`src/rtl/data_memory_arbiter_pkg.sv`:
```
// Shared definitions for the two-port data memory arbiter: FSM encodings,
// default widths and requester identifiers.
package data_memory_arbiter_pkg;

  localparam int ADDR_WIDTH = 6;
  localparam int DATA_WIDTH = 32;

  typedef enum logic [1:0] {
    IDLE    = 2'd0,
    ACCESS  = 2'd1,
    RESPOND = 2'd2
  } arbState_t;

  localparam logic PORT0 = 1'b0;
  localparam logic PORT1 = 1'b1;

endpackage

```
`src/rtl/data_memory_arbiter_rr_arbiter2.sv`:
```
// Two-way round-robin grant: a lone valid requester wins, a tie goes to the
// requester that did not win last time. Purely combinational.
module rr_arbiter2
  import data_memory_arbiter_pkg::*;
(
  input  logic valid0,
  input  logic valid1,
  input  logic lastGrant,
  input  logic enable,
  output logic grantIdx,
  output logic grantValid
);

  always_comb begin
    grantValid = enable && (valid0 || valid1);
    if (valid0 && valid1) begin
      grantIdx = ~lastGrant;
    end else if (valid1) begin
      grantIdx = PORT1;
    end else begin
      grantIdx = PORT0;
    end
  end

endmodule

```
`src/rtl/data_memory_arbiter.sv`:
```
// Arbitrates the single-port data memory between the core (port 0) and the
// debug/DMA loader (port 1); each access runs IDLE -> ACCESS -> RESPOND.
module data_memory_arbiter
  import data_memory_arbiter_pkg::*;
#(
  parameter int ADDR_WIDTH = data_memory_arbiter_pkg::ADDR_WIDTH,
  parameter int DATA_WIDTH = data_memory_arbiter_pkg::DATA_WIDTH
) (
  input  logic                  Clock,
  input  logic                  Reset,
  input  logic                  req0_valid,
  input  logic                  req0_write,
  input  logic [ADDR_WIDTH-1:0] req0_addr,
  input  logic [DATA_WIDTH-1:0] req0_wdata,
  output logic                  req0_ready,
  output logic                  rsp0_valid,
  output logic [DATA_WIDTH-1:0] rsp0_rdata,
  input  logic                  req1_valid,
  input  logic                  req1_write,
  input  logic [ADDR_WIDTH-1:0] req1_addr,
  input  logic [DATA_WIDTH-1:0] req1_wdata,
  output logic                  req1_ready,
  output logic                  rsp1_valid,
  output logic [DATA_WIDTH-1:0] rsp1_rdata,
  output logic [ADDR_WIDTH-1:0] mem_address,
  output logic [DATA_WIDTH-1:0] mem_write_data,
  output logic                  mem_read,
  output logic                  mem_write,
  input  logic [DATA_WIDTH-1:0] mem_read_data,
  output logic                  busy
);

  arbState_t stateReg, stateNext;
  logic      lastGrantReg;
  logic      ownerReg;
  logic      writeReg;
  logic      rsp0ValidReg, rsp1ValidReg;
  logic      grantIdx, grantValid;
  logic      arbEnable;

  logic                  selWrite;
  logic [ADDR_WIDTH-1:0] selAddr;
  logic [DATA_WIDTH-1:0] selWdata;

  // Ready is held low while Reset is asserted so nothing is accepted in reset.
  assign arbEnable = (stateReg == IDLE) && !Reset;

  rr_arbiter2 uArbiter (
    .valid0     (req0_valid),
    .valid1     (req1_valid),
    .lastGrant  (lastGrantReg),
    .enable     (arbEnable),
    .grantIdx   (grantIdx),
    .grantValid (grantValid)
  );

  assign selWrite = (grantIdx == PORT1) ? req1_write : req0_write;
  assign selAddr  = (grantIdx == PORT1) ? req1_addr  : req0_addr;
  assign selWdata = (grantIdx == PORT1) ? req1_wdata : req0_wdata;

  always_ff @(posedge Clock) begin
    if (Reset) begin
      stateReg <= IDLE;
    end else begin
      stateReg <= stateNext;
    end
  end

  always_comb begin
    stateNext = stateReg;
    case (stateReg)
      IDLE:    if (grantValid) stateNext = ACCESS;
      ACCESS:  stateNext = RESPOND;
      RESPOND: stateNext = IDLE;
      default: stateNext = IDLE;
    endcase
  end

  always_comb begin
    busy       = (stateReg != IDLE);
    req0_ready = grantValid && (grantIdx == PORT0);
    req1_ready = grantValid && (grantIdx == PORT1);
    rsp0_valid = rsp0ValidReg;
    rsp1_valid = rsp1ValidReg;
    rsp0_rdata = (rsp0ValidReg && !writeReg) ? mem_read_data : '0;
    rsp1_rdata = (rsp1ValidReg && !writeReg) ? mem_read_data : '0;
  end

  // mem_address / mem_write_data double as the latched request address and data.
  always_ff @(posedge Clock) begin
    if (Reset) begin
      lastGrantReg   <= PORT1;
      ownerReg       <= PORT0;
      writeReg       <= 1'b0;
      mem_address    <= '0;
      mem_write_data <= '0;
      mem_read       <= 1'b0;
      mem_write      <= 1'b0;
      rsp0ValidReg   <= 1'b0;
      rsp1ValidReg   <= 1'b0;
    end else begin
      mem_read     <= 1'b0;
      mem_write    <= 1'b0;
      rsp0ValidReg <= 1'b0;
      rsp1ValidReg <= 1'b0;
      if (grantValid) begin
        lastGrantReg   <= grantIdx;
        ownerReg       <= grantIdx;
        writeReg       <= selWrite;
        mem_address    <= selAddr;
        mem_write_data <= selWdata;
        mem_read       <= ~selWrite;
        mem_write      <= selWrite;
      end
      if (stateReg == ACCESS) begin
        rsp0ValidReg <= (ownerReg == PORT0);
        rsp1ValidReg <= (ownerReg == PORT1);
      end
    end
  end

endmodule
```
`config.mk`:
```
export PLATFORM = sky130hd
export DESIGN_NAME = data_memory_arbiter
export DESIGN_NICKNAME = d
export VERILOG_FILES = /design/src/rtl/data_memory_arbiter_pkg.sv /design/src/rtl/data_memory_arbiter_rr_arbiter2.sv /design/src/rtl/data_memory_arbiter.sv
export SDC_FILE = /design/constraint.sdc
export NUM_CORES = 1
export LEC_CHECK = 0
export ABC_AREA = 1
export CORE_AREA = 2 2 91 93
export DETAILED_ROUTE_END_ITERATION = 10
export DIE_AREA = 0 0 93 95
export PLACE_DENSITY = 0.9
export SETUP_SLACK_MARGIN = 0.15
export SYNTH_ARGS = -nofsm -noshare
export SYNTH_HDL_FRONTEND = slang
export SYNTH_HIERARCHICAL = 1
export SYNTH_SLANG_ARGS = --single-unit
export TNS_END_PERCENT = 20
```
`constraint.sdc`:
```
create_clock -name Clock -period 3.2 [get_ports Clock]
set_clock_uncertainty 0.2 [all_clocks]
set_input_delay 0.64 -clock Clock [delete_from_list [all_inputs] [get_ports Clock]]
set_output_delay 0.64 -clock Clock [all_outputs]
set_load 0.03 [all_outputs]
```
==> results of run 1 <==
logic make-up (layout without fill, tap and decap cells):
group	count (synthesis)	after routing	share of synthesized area [%]
buf+inv	113	316	19.0
compound gates	2	2	0.508
flops	47	47	34.7
simple gates	277	277	45.8
metrics by stage:
step	total power [mW]	util (%)	hold WS, ns	cell area [um^2]	instances
2_1_floorplan	0.954	-	0.214	2710	439
3_5_place_dp	1.22	61.9	0.244	4910	740
5_1_grt	1.66	63.1	0.296	5000	747
3_3_place_gp	1.21	61.9	0.241	4910	740
4_1_cts	1.59	63.1	0.270	5000	747
6_report	1.56	63.1	0.263	5000	747
layer usage:
metal	GRT usage [%]	up-vias	share of wire [%]
met3	8.14	8	9.8
met5	0	-	0
met4	5.64	0	1.2
met1	20.9	1559	36
li1	-	1736	-
met2	40.8	141	53
final cells by class:
type                            instances  area share, %
Timing Repair Buffer                  228           45.3
Multi-Input combinational cell        279           25.4
Sequential cell                        47           18.8
Inverter                               81           6.13
Tap cell                              105           2.63
Clock buffer                            6           1.65
Clock inverter                          1          0.100
flip-flops by register name (all words and copies together), names as in the netlist:
signal          flops
rsp1_valid          1
mem_write_data     32
lastGrantReg        1
mem_read            1
mem_write           1
rsp0_valid          1
stateReg            2
ownerReg            1
writeReg            1
mem_address         6
worst max path at each step:
stage / startpoint / to / cells past startpoint
6_report: mem_read_data[3] / rsp0_rdata[3] / 4
3_5_place_dp: mem_read_data[23] / rsp1_rdata[23] / 4
3_3_place_gp: mem_read_data[21] / rsp1_rdata[21] / 4
2_1_floorplan: stateReg[1] / req0_ready / 8
4_1_cts: mem_read_data[24] / rsp1_rdata[24] / 4
5_1_grt: writeReg / rsp0_rdata[16] / 5
power breakdown:
part | total, mW | internal, mW | switching, mW
clock | 0.359 | 0.170 | 0.189
sequential | 0.647 | 0.626 | 0.0215
combinational | 0.556 | 0.264 | 0.292
total | 1.56 | 1.06 | 0.503
critical path: cells and delay by family:
kind / cells / cell delay, ns
and+or+nand+nor: 1 / 0.11
buffers and inverters: 3 / 1.21
cells in the mapped netlist:
| cell | instances | area [um^2] |
|---|---|---|
| or2_2 | 1 | 6.26 |
| nor3_1 | 1 | 5.00 |
| nand3_2 | 10 | 100 |
| a21oi_2 | 1 | 8.76 |
| buf_6 | 1 | 11.3 |
| buf_4 | 7 | 52.6 |
| nor2_1 | 72 | 270 |
| dfxtp_1 | 47 | 941 |
| buf_1 | 1 | 3.75 |
| inv_2 | 2 | 7.51 |
| buf_12 | 1 | 20.0 |
| o21ai_1 | 1 | 5.00 |
| buf_8 | 1 | 15.0 |
| buf_2 | 21 | 105 |
| nand3_1 | 108 | 541 |
| inv_4 | 1 | 6.26 |
| inv_1 | 78 | 293 |
| nand2_1 | 85 | 319 |
==> results.md, run 1 <==
- Post-cts resize count: 0
- Worst path cell trace: clkdlybuf4s50_1, inv_1, nor2_1, clkdlybuf4s50_1
- Clk sink count: between 40 and 50
- Rel. slew slack: roughly half
- Least-Margin Pin Slew: just under 0.8 ns
- Synth cell types: 18
- Most frequent cells in the layout: 220 x clkdlybuf4s50_1, 108 x nand3_1, 85 x nand2_1, 78 x inv_1, 71 x nor2_1
- Initial antenna violation count: 0
- Hold EP: rsp1_valid
- Die width: between 90 and 100 um
- Core area: between 0.007 and 0.008 mm^2
- Vias: between 3,000 and 4,000
- Ratio of cells with drive above 1 in the final layout: under 10%
- Post-route ant nets: 0
- Post-synth net total: ~550
- Worst r2r src: stateReg[1]
- Clk buf depth: 2
- Class of the worst hold path: register to register
- Synth-to-Final Area Change: 84.4%
- GRT Total Usage: 21.1%
- Reg2reg setup slack: between 1 and 1.5 ns
- CP peak stage delay: 0.69 ns
- GPL Wtd Cong: ~0.8
- Critical Path AT: just under 2 ns
- Vias in the first global route: roughly 3,200
- Post-DR wirelength/cell: about 13 um
- Status: completed
- CTS tree: done
- Register area: 941 um^2
- Final Critical Period: ~2.8 ns
- Max cap viols: 0
- Final setup violation count: 0
- Endpoint class of the critical path: output pin
- Pin count of the biggest net entering global routing: 45
- Post-CTS setup buffers: 0
- Pwr Density: 313 mW/mm^2
- Worst setup margin: 0.395 ns
- Starting DRT DRC Count: ~120
- Post-cts hold buffer count: 0
- Register area share after synthesis: about a third
- Rows: 33
- CP required: around 2.4 ns
- Clock-pin slew on the worst setup and hold paths: around 0.09 ns
- Crit path launch type: input port
- Mean Syn Cell Area: 6.17 um^2
- Crit path max fanout: 2
- # nets final: 756
- Maximum clock frequency: about 360 MHz
- Critical hold path startpoint: ownerReg
- Post-Syn Instances: ~440
- Slowest cell on the critical path: clkdlybuf4s50_1
- Root buf cell: clkbuf_8
- Die Ht: 95 um
- Multi-input logic area: approximately 0.0013 mm^2
- Pre-antenna DRT Iters: 4
- Number of CTS-inserted buffers: 5
- Global-route wire length before repair: 15.0 mm
- Dpl hpwl: ~7.5 mm
- Initial Util: between 30% and 40%
- Most common cell on crit path: clkdlybuf4s50_1
- Io pins: 223
- Most common cell after layout, fill and taps aside: clkdlybuf4s50_1
- Final Hold Fails: 0
- IO Port Bufs: 222
- Mapped cell area: ~0.0027 mm^2
- Period utilisation layout: between 80% and 90%
- Register bit total from synthesis: 47
- Total global routing overflow: 0
- Die Footprint: 0.00884 mm^2
- Clk_lat worst skew: 0.29 ns
- R2R depth: 9
- Htree depth: 2
- Max IR drop VDD: approximately 170 uV
- Worst Hold Depth: 2
- Dpl ws: between 0.3 and 0.4 ns
- Inserted Diodes: 0
- Unrepaired setup endpoints after global routing: false
- Filler instances: about 700
- Final Max Slew Viols: 0
- Total number of yosys warnings: 6
- Post-route DRC: 0
- Detail-routed via count per cell: 4.61
- Fin Setup TNS: 0 ns
- Reg2reg end: mem_write_data[4]
- Leak: 2.40 nW
- Crit Path Class: input port to output pin
- Routed WL: 9.72 mm
No activity file was read; power rests on OpenSTA's default activity.
==> run 2: changes to the inputs <==
--- a/config.mk
+++ b/config.mk
@@ -6,6 +6,7 @@
 export NUM_CORES = 1
 export LEC_CHECK = 0
 export ABC_AREA = 1
+export CAP_MARGIN = 20
 export CORE_AREA = 2 2 91 93
 export DETAILED_ROUTE_END_ITERATION = 10
 export DIE_AREA = 0 0 93 95
==> results of run 2 <==
Same layout as run 1: the final DEF is identical, and so are final timing and power.
==> run 3: changes to the inputs <==
--- a/config.mk
+++ b/config.mk
@@ -12,6 +12,7 @@
 export DIE_AREA = 0 0 93 95
 export PLACE_DENSITY = 0.9
 export SETUP_SLACK_MARGIN = 0.15
+export SKIP_CTS_REPAIR_TIMING = 1
 export SYNTH_ARGS = -nofsm -noshare
 export SYNTH_HDL_FRONTEND = slang
 export SYNTH_HIERARCHICAL = 1
==> results of run 3 <==
Same layout as run 1: the final DEF is identical, and so are final timing and power.
